<file path="src/rtl/cheshire_launch_ctrl.sv">
// cheshire_launch_ctrl
//
// Hardware launch sequencer for Cheshire. On an accepted start pulse it writes
// the 64-bit entry point into the boot registers (low word, then high word),
// writes 1 to the GO register, and then polls the end-of-computation (EOC)
// scratch register every PollInterval cycles until bit 0 reads back as 1. The
// remaining 31 bits of that EOC value are reported as the exit code.
//
// Optional feature macro: CHESHIRE_LAUNCH_TIMEOUT_EN
//   Defined   : EOC reads with bit0=0 are counted; reaching MaxPolls ends in
//               ERR with timeout_o=1 (MaxPolls=0 disables the limit).
//   Undefined : polling continues indefinitely and timeout_o is tied to 0.
//
// Ports:
//   clk_i, rst_i        clock, synchronous active-high reset
//   start_i, entry_i    launch pulse and entry point (sampled in IDLE/DONE/ERR)
//   busy_o              sequence in progress
//   done_o, exit_code_o EOC seen, with EOC value >> 1
//   error_o, timeout_o  bus error or poll timeout, and timeout cause flag
//   req_*               register-bus request (valid/ready, write, addr, wdata)
//   rsp_*               register-bus response (valid, rdata, error)

module cheshire_launch_ctrl #(
  parameter int unsigned AddrWidth    = 64,
  parameter logic [63:0] EntryAddr    = 64'h0000_0000_0200_4010,
  parameter logic [63:0] GoAddr       = 64'h0000_0000_0200_4018,
  parameter logic [63:0] EocAddr      = 64'h0000_0000_0200_4004,
  parameter int unsigned PollInterval = 16,
  parameter int unsigned MaxPolls     = 1024
) (
  input  logic                 clk_i,
  input  logic                 rst_i,
  input  logic                 start_i,
  input  logic [63:0]          entry_i,
  output logic                 busy_o,
  output logic                 done_o,
  output logic                 error_o,
  output logic                 timeout_o,
  output logic [30:0]          exit_code_o,
  output logic                 req_valid_o,
  input  logic                 req_ready_i,
  output logic                 req_write_o,
  output logic [AddrWidth-1:0] req_addr_o,
  output logic [31:0]          req_wdata_o,
  input  logic                 rsp_valid_i,
  input  logic [31:0]          rsp_rdata_i,
  input  logic                 rsp_error_i
);

  localparam logic [2:0] S_IDLE      = 3'd0;
  localparam logic [2:0] S_WR_LO     = 3'd1;
  localparam logic [2:0] S_WR_HI     = 3'd2;
  localparam logic [2:0] S_WR_GO     = 3'd3;
  localparam logic [2:0] S_POLL_WAIT = 3'd4;
  localparam logic [2:0] S_RD_EOC    = 3'd5;
  localparam logic [2:0] S_DONE      = 3'd6;
  localparam logic [2:0] S_ERR       = 3'd7;

  localparam logic [63:0] EntryHiAddr = EntryAddr + 64'd4;

  localparam logic [AddrWidth-1:0] AddrLo  = EntryAddr[AddrWidth-1:0];
  localparam logic [AddrWidth-1:0] AddrHi  = EntryHiAddr[AddrWidth-1:0];
  localparam logic [AddrWidth-1:0] AddrGo  = GoAddr[AddrWidth-1:0];
  localparam logic [AddrWidth-1:0] AddrEoc = EocAddr[AddrWidth-1:0];

  // Interval counter runs 0..PollInterval-1 while in POLL_WAIT.
  localparam int unsigned     PW       = (PollInterval > 1) ? $clog2(PollInterval) : 1;
  localparam logic [PW-1:0]   WaitLast = PW'(PollInterval - 1);

  logic [2:0]    state_q, state_d;
  logic          pend_q, pend_d;      // request accepted, awaiting response
  logic [63:0]   entry_q, entry_d;
  logic          done_q, done_d;
  logic          error_q, error_d;
  logic [30:0]   exit_q, exit_d;
  logic [PW-1:0] wait_q, wait_d;

`ifdef CHESHIRE_LAUNCH_TIMEOUT_EN
  logic          timeout_q, timeout_d;
  logic [31:0]   polls_q, polls_d;
`endif

  logic in_xfer;
  logic idle_like;

  assign in_xfer   = (state_q == S_WR_LO) || (state_q == S_WR_HI) ||
                     (state_q == S_WR_GO) || (state_q == S_RD_EOC);
  assign idle_like = (state_q == S_IDLE) || (state_q == S_DONE) || (state_q == S_ERR);

  always_comb begin
    state_d = state_q;
    pend_d  = pend_q;
    entry_d = entry_q;
    done_d  = done_q;
    error_d = error_q;
    exit_d  = exit_q;
    wait_d  = wait_q;
`ifdef CHESHIRE_LAUNCH_TIMEOUT_EN
    timeout_d = timeout_q;
    polls_d   = polls_q;
`endif

    if (idle_like) begin
      if (start_i) begin
        entry_d = entry_i;
        done_d  = 1'b0;
        error_d = 1'b0;
        pend_d  = 1'b0;
        state_d = S_WR_LO;
`ifdef CHESHIRE_LAUNCH_TIMEOUT_EN
        timeout_d = 1'b0;
        polls_d   = '0;
`endif
      end
    end else if (state_q == S_POLL_WAIT) begin
      if (wait_q == WaitLast) begin
        state_d = S_RD_EOC;
        pend_d  = 1'b0;
      end else begin
        wait_d = wait_q + 1'b1;
      end
    end else if (in_xfer) begin
      if (!pend_q) begin
        if (req_ready_i) pend_d = 1'b1;
      end else if (rsp_valid_i) begin
        pend_d = 1'b0;
        if (rsp_error_i) begin
          state_d = S_ERR;
          error_d = 1'b1;
`ifdef CHESHIRE_LAUNCH_TIMEOUT_EN
          timeout_d = 1'b0;
`endif
        end else begin
          case (state_q)
            S_WR_LO: state_d = S_WR_HI;
            S_WR_HI: state_d = S_WR_GO;
            S_WR_GO: begin
              state_d = S_POLL_WAIT;
              wait_d  = '0;
            end
            default: begin
              if (rsp_rdata_i[0]) begin
                exit_d  = rsp_rdata_i[31:1];
                done_d  = 1'b1;
                state_d = S_DONE;
              end else begin
                state_d = S_POLL_WAIT;
                wait_d  = '0;
`ifdef CHESHIRE_LAUNCH_TIMEOUT_EN
                polls_d = polls_q + 32'd1;
                if ((MaxPolls != 0) && (polls_d == MaxPolls)) begin
                  state_d   = S_ERR;
                  error_d   = 1'b1;
                  timeout_d = 1'b1;
                end
`endif
              end
            end
          endcase
        end
      end
    end
  end

  always_ff @(posedge clk_i) begin
    if (rst_i) begin
      state_q <= S_IDLE;
      pend_q  <= 1'b0;
      entry_q <= '0;
      done_q  <= 1'b0;
      error_q <= 1'b0;
      exit_q  <= '0;
      wait_q  <= '0;
`ifdef CHESHIRE_LAUNCH_TIMEOUT_EN
      timeout_q <= 1'b0;
      polls_q   <= '0;
`endif
    end else begin
      state_q <= state_d;
      pend_q  <= pend_d;
      entry_q <= entry_d;
      done_q  <= done_d;
      error_q <= error_d;
      exit_q  <= exit_d;
      wait_q  <= wait_d;
`ifdef CHESHIRE_LAUNCH_TIMEOUT_EN
      timeout_q <= timeout_d;
      polls_q   <= polls_d;
`endif
    end
  end

  // Request fields derive only from state and latched entry, so they cannot
  // change while a request is being held off by req_ready_i.
  always_comb begin
    req_addr_o  = '0;
    req_wdata_o = '0;
    case (state_q)
      S_WR_LO: begin
        req_addr_o  = AddrLo;
        req_wdata_o = entry_q[31:0];
      end
      S_WR_HI: begin
        req_addr_o  = AddrHi;
        req_wdata_o = entry_q[63:32];
      end
      S_WR_GO: begin
        req_addr_o  = AddrGo;
        req_wdata_o = 32'h1;
      end
      S_RD_EOC: req_addr_o = AddrEoc;
      default: ;
    endcase
  end

  assign req_valid_o = in_xfer && !pend_q;
  assign req_write_o = in_xfer && (state_q != S_RD_EOC);
  assign busy_o      = !idle_like;
  assign done_o      = done_q;
  assign error_o     = error_q;
  assign exit_code_o = exit_q;

`ifdef CHESHIRE_LAUNCH_TIMEOUT_EN
  assign timeout_o = timeout_q;
`else
  assign timeout_o = 1'b0;
`endif

endmodule
</file>
<file path="config.mk">
export PLATFORM = sky130hd
export DESIGN_NAME = cheshire_launch_ctrl
export DESIGN_NICKNAME = d
export VERILOG_FILES = /design/src/rtl/cheshire_launch_ctrl.sv
export SDC_FILE = /design/constraint.sdc
export NUM_CORES = 1
export LEC_CHECK = 0
export ABC_AREA = 0
export CORE_UTILIZATION = 43
export DETAILED_ROUTE_END_ITERATION = 16
export HOLD_SLACK_MARGIN = 0.12
export PLACE_DENSITY = 0.91
export SYNTH_ARGS = -nofsm -noshare
export SYNTH_HDL_FRONTEND = slang
export SYNTH_SLANG_ARGS = --single-unit
</file>
<file path="constraint.sdc">
create_clock -name clk_i -period 3.3 [get_ports clk_i]
set_clock_uncertainty 0.2 [all_clocks]
set_input_delay 0.495 -clock clk_i [delete_from_list [all_inputs] [get_ports clk_i]]
set_output_delay 0.495 -clock clk_i [all_outputs]
set_load 0.1 [all_outputs]
</file>
# ---- Word-level counts from Yosys, hierarchy flattened
# Cells that the tools add are included.
dict set report op_classes {
  n_reduce_logical 30
  bitwise 4
  n_addsub 1
  muxes 42
  eq_ne 18
}
# op n
set op_table {}
lappend op_table {{$pmux W26 S4} 1}
lappend op_table {{$pmux W32 S3} 1}
lappend op_table {{$mux W4} 7}
lappend op_table {{$mux W3} 8}
lappend op_table {{$reduce_and A8 Y1} 3}
lappend op_table {{$mux W1} 22}
lappend op_table {{$reduce_bool A2 Y1} 8}
lappend op_table {{$eq A3 B3 Y1 const B} 4}
lappend op_table {{$pmux W3 S3} 1}
lappend op_table {{$reduce_bool A3 Y1} 3}
lappend op_table {{$ne A2 B1 Y1 const B} 4}
lappend op_table {{$pmux W4 S2} 1}
lappend op_table {{$eq A3 B2 Y1 const B} 2}
lappend op_table {{$ne A2 B2 Y1 const B} 3}
lappend op_table {{$reduce_and A6 Y1} 1}
lappend op_table {{$logic_or A1 B1 Y1} 5}
lappend op_table {{$reduce_and A5 Y1} 1}
lappend op_table {{$add A4 B1 Y4 const B} 1}
lappend op_table {{$eq A4 B4 Y1 const B} 1}
lappend op_table {{$not A1 Y1} 4}
lappend op_table {{$eq A3 B1 Y1 const B} 1}
lappend op_table {{$logic_not A3 Y1} 1}
lappend op_table {{$ne A3 B1 Y1 const B} 1}
lappend op_table {{$ne A3 B2 Y1 const B} 1}
lappend op_table {{8 further kinds} 10}
dict set report totals {
  ff_bits 105
  inputBits 102
}

# ---- Logic depth before layout (Yosys ltp)
# Gate-level depths: netlist (run 1).
dict set report depth {
  word_depth 9
  ltp_mapped 8
}

# ---- Least setup slack after synthesis (run 1)
# Ideal clock, no wire load.
dict set report synth_timing {
  path_kind {register -> output}
  from {register state_q[0]}
  to {output port req_wdata_o[0]}
  required_time_ps 2605
  path_stages_with_launch 4
  slack_ps 358
  path_buffers 1
  arrival_time_ps 2247
  path_cell_list {dfxtp_1 -> clkbuf_1 -> o21ai_0 -> a21oi_1}
}
dict set report synth_between {
  elab_chain_cells 2
}
# item line
set synth_lines {}
lappend synth_lines {{start: declaration} 70} ;# logic [2:0] state_q, state_d;
lappend synth_lines {{start signal: assignment} 179} ;# state_q <= state_d;
lappend synth_lines {{$eq A3 B2 Y1 or $eq A3 B1 Y1 (tied branches)} 198} ;# case (state_q)
lappend synth_lines {{$pmux W32 S3 *} 198}
lappend synth_lines {{end: declaration} 44} ;# output logic [31:0] req_wdata_o,
# Mark *: on every way between the ends. The rest lies on a longest branch, timed or not.

# ---- Worst setup path in the final report (run 1)
dict set report layout_timing {
  from {register state_q[1]}
  to {output port req_wdata_o[8]}
}
# The elaborated chain is that of the path after synthesis.

==> metrics.md, run 1 <==
| Metric | Value |
|---|---|
| Cell chain of the critical path | `nand2b_1, nor2_2, buf_4, a22o_1, buf_12` |
| # resized after CTS | `0` |
| TritonCTS Sinks | `105` |
| Setup tns final | `0 ns` |
| Wire length after detailed routing | `around 12 mm` |
| Tmin final | `roughly 2.8 ns` |
| Biggest area consumer among synthesized cells | `sky130_fd_sc_hd__dfxtp_1` |
| Count of routing violations after the opening detailed-route iteration | `229` |
| Starting density of the core | `44.70%` |
| Pre-Repair DR Iteration Count | `4` |
| Utilization after layout | `a little under two thirds` |
| Clock latency at the later pin of the worst-skew pair | `0.35 ns` |
| Endpoint of the most critical setup path | `req_wdata_o[8]` |
| Count of hold buffers inserted by post-cts repair | `0` |
| Static leakage power | `2.605 nW` |
| Leading register cell type out of synthesis | `sky130_fd_sc_hd__dfxtp_1` |
| TritonCTS clock tree | `yes` |
| Drc violations | `0` |
| Largest net degree at the start of global routing | `65` |
| Die width | `~110 µm` |
| Slew Viols, Final | `0` |
| Core area | `around 10000 µm²` |
| Via total after detailed routing | `4369` |
| Number of global-route vias before repair | `3978` |
| Cells after DPL | `approximately 870` |
| Routability congestion estimate from global placement | `around 0.8` |
| Clock input transition at the sequential cells of the worst setup and hold paths | `roughly 0.1 ns` |
| Count of unique library cells instantiated by Yosys | `37` |
| Highest attainable clock frequency | `about 360 MHz` |
| Area growth from synthesis to layout | `42.06%` |
| Crit-path leading delay family | `flip-flops` |
| Standard cell with the maximum stage delay on the critical path | `sky130_fd_sc_hd__dfxtp_1` |
| CP peak stage delay | `around 0.66 ns` |
| Ranking of synthesized cells by instance count | `200 x sky130_fd_sc_hd__nand2_1, 105 x sky130_fd_sc_hd__dfxtp_1, 102 x sky130_fd_sc_hd__a21oi_1` |
| Cell types occupying the most area after synthesis | `sky130_fd_sc_hd__dfxtp_1 45%, sky130_fd_sc_hd__nand2_1 16%, sky130_fd_sc_hd__a21oi_1 11%` |
| Global-route wire length before repair | `18.93 mm` |
| Number of nets still failing antenna checks after routing | `0` |
| Number of ports placed on the die boundary | `roughly 240` |
| Crit. path cell count | `5` |
| Synthesized cell area | `about 4700 µm²` |
| Max H-tree Level | `3` |
| Area of the die | `roughly 11000 µm²` |
| Die boundary height | `approximately 110 µm` |
| Type of origin of the critical path | `flop` |
| Actual slew at the worst max-slew pin | `0.6493 ns` |
| Antenna diodes | `0` |
| Post-synth EDFFs | `0` |
| Final routed wire length divided by cell count | `13.52 µm` |
| WP data required | `~2.6 ns` |
| Number of max-cap violations | `0` |
| Post-route insts no fill | `889` |
| Result of the run | `finished, final reports clean` |
| Period utilization | `a little under nine tenths` |
| Total buffers and inverters traversed by the critical path | `2` |
| Synthesized instance count | `600` |
| Unrepaired setup endpoints after global routing | `false` |
| Average via count per standard cell | `4.915` |
| PnR Total Power | `~0.0053 W` |
| Setup slack, reg-to-reg | `~1.1 ns` |
| Number of antenna violations at the first check in global routing | `1` |
| Worst-path maximum fanout | `32` |
| Fraction of post-synthesis cell area in the top cell type by area | `between 40% and 50%` |
| Normalized max-slew margin | `56.71%` |
| Worst R2R End | `entry_q[44]$_SDFFE_PP0P_` |
| Yosys warning count | `0` |
| Synth async-reset ratio | `0%` |
| Critical R2R Launch | `state_q[1]$_SDFFE_PP0P_` |
| Dominant cell by count in the synthesized netlist | `sky130_fd_sc_hd__nand2_1` |
| Final #Nets | `851` |
| Total setup violations reported at the end of the flow | `0` |
| Reg2Reg Depth | `5` |
| Worst setup EP type | `output port` |
| Post-CTS setup buffer count | `0` |
| Number of clock buffers inserted by TritonCTS | `9` |
| Root Driver | `sky130_fd_sc_hd__clkbuf_8` |
| Crit. Startpoint | `state_q[1]$_SDFFE_PP0P_` |
| Path type of the worst min-delay path | `reg -> reg` |
| Fin. Hold Viols | `0` |
| Average instance area after synthesis | `around 7.8 µm²` |
| Maximum number of buffers from clock root to sink | `2` |
| Share of post-route cells with drive strength above 1 | `13.68%` |
| Number of fill cells | `865` |
| Worst supply voltage drop on vdd | `roughly 0.83 mV` |
| Critical setup path kind | `reg -> out` |
| Count of input and output buffers | `approximately 170` |
| Placement Rows | `37` |
| Number of storage elements in the synthesis netlist | `105` |
| Power per Cell Area | `800.7 nW/µm²` |
| Share of the yosys chip area belonging to registers | `45.15%` |
| Overall routing resource usage | `21.00%` |
| Crit path DAT | `between 2 and 2.5 ns` |
| Detailed placement HPWL | `slightly below 9 mm` |
| Congestion Overflow GR | `0` |
## registers in the layout, summed over array words and instances, names as in the netlist
name and flops:
done_o 1, entry_q 64, error_o 1, exit_code_o 31, pend_q 1, state_q 3, wait_q 4
## report_power, final
part	internal (W)	switching (W)
sequential	0.00146	0.000169
clock	0.000302	0.000441
combinational	0.000788	0.00213
## logic make-up after synthesis
family | Yosys count | synth area share [%]
buffers and inverters | 106 | 14.27
other | 1 | 0.08055
adder cells (fa/ha/maj) | 1 | 0.2687
AO/OA/AOI/OAI | 151 | 19.62
flip-flops | 105 | 45.15
AND/OR/NAND/NOR | 236 | 20.61
## cell type report
class / count / area, µm² / share of cell area (%)
well taps: 136 / 170.2 / 2.573
repair buffers: 182 / 2029 / 30.68
clock inverters: 5 / 38.79 / 0.5865
clock buffers: 11 / 141.4 / 2.138
inverters: 2 / 7.507 / 0.1135
flip-flops and latches: 105 / 2102 / 31.78
multi-input cells: 448 / 2125 / 32.12
## per-stage QoR
stage / hold slack (ns) / area, µm² / setup slack, ns
finish: 0.2590 / 6614 / 0.4927
global route: 0.2729 / 6614 / 0.3232
CTS: 0.2595 / 6614 / 0.4636
detailed placement: 0.2466 / 6434 / 0.8817
global placement: 0.2419 / 6434 / 0.9473
floorplan: 0.2328 / 4877 / 0.3582
## cells in the final DEF (no fill, tap or decap), types with 4 or more instances in the layout
master | netlist | final
sky130_fd_sc_hd__dfxtp_1 | 105 | 105
sky130_fd_sc_hd__buf_12 | 0 | 33
sky130_fd_sc_hd__clkdlybuf4s50_1 | 0 | 100
sky130_fd_sc_hd__a21oi_1 | 102 | 102
sky130_fd_sc_hd__clkbuf_8 | 0 | 10
sky130_fd_sc_hd__a22o_1 | 31 | 31
sky130_fd_sc_hd__buf_4 | 61 | 49
sky130_fd_sc_hd__nor2_1 | 9 | 7
sky130_fd_sc_hd__conb_1 | 1 | 60
sky130_fd_sc_hd__nand2_1 | 200 | 200
sky130_fd_sc_hd__nand3_1 | 4 | 4
sky130_fd_sc_hd__and2_1 | 4 | 4
## how the worst min path moves through the flow
stage	from	to	slack [ns]	cells past startpoint
floorplan	entry_q[32]$_SDFFE_PP0P_	entry_q[32]$_SDFFE_PP0P_	0.23	2
global placement	entry_q[37]$_SDFFE_PP0P_	entry_q[37]$_SDFFE_PP0P_	0.24	2
detailed placement	entry_q[1]$_SDFFE_PP0P_	entry_q[1]$_SDFFE_PP0P_	0.25	2
CTS	entry_q[13]$_SDFFE_PP0P_	entry_q[13]$_SDFFE_PP0P_	0.26	2
global route	entry_q[0]$_SDFFE_PP0P_	entry_q[0]$_SDFFE_PP0P_	0.27	2
finish	exit_code_o[1]$_SDFFE_PP0P_	exit_code_o[1]$_SDFFE_PP0P_	0.26	2
## metal layers
metal | GRT usage, % | part of all wire, %
met2 | 36.55 | 50
met5 | 0 | 0.075
met4 | 5.159 | 0.80
met3 | 7.174 | 9.2
met1 | 24.68 | 40
## worst register-to-register path, stage by stage (launching register included)
cell                      delay [ns]
sky130_fd_sc_hd__dfxtp_1        0.66
sky130_fd_sc_hd__and2_1         0.34
sky130_fd_sc_hd__o21a_2         0.42
sky130_fd_sc_hd__buf_12         0.29
sky130_fd_sc_hd__nand2_1        0.11
sky130_fd_sc_hd__a21oi_1        0.14
No activity file was read; power rests on OpenSTA's default activity.
==> run 2: changes to the inputs <==
--- a/config.mk
+++ b/config.mk
@@ -6,6 +6,7 @@
 export NUM_CORES = 1
 export LEC_CHECK = 0
 export ABC_AREA = 0
+export CAP_MARGIN = 20
 export CORE_UTILIZATION = 43
 export DETAILED_ROUTE_END_ITERATION = 16
 export HOLD_SLACK_MARGIN = 0.12
==> results of run 2 <==
Final layout, timing and power as in run 1 (identical DEF).
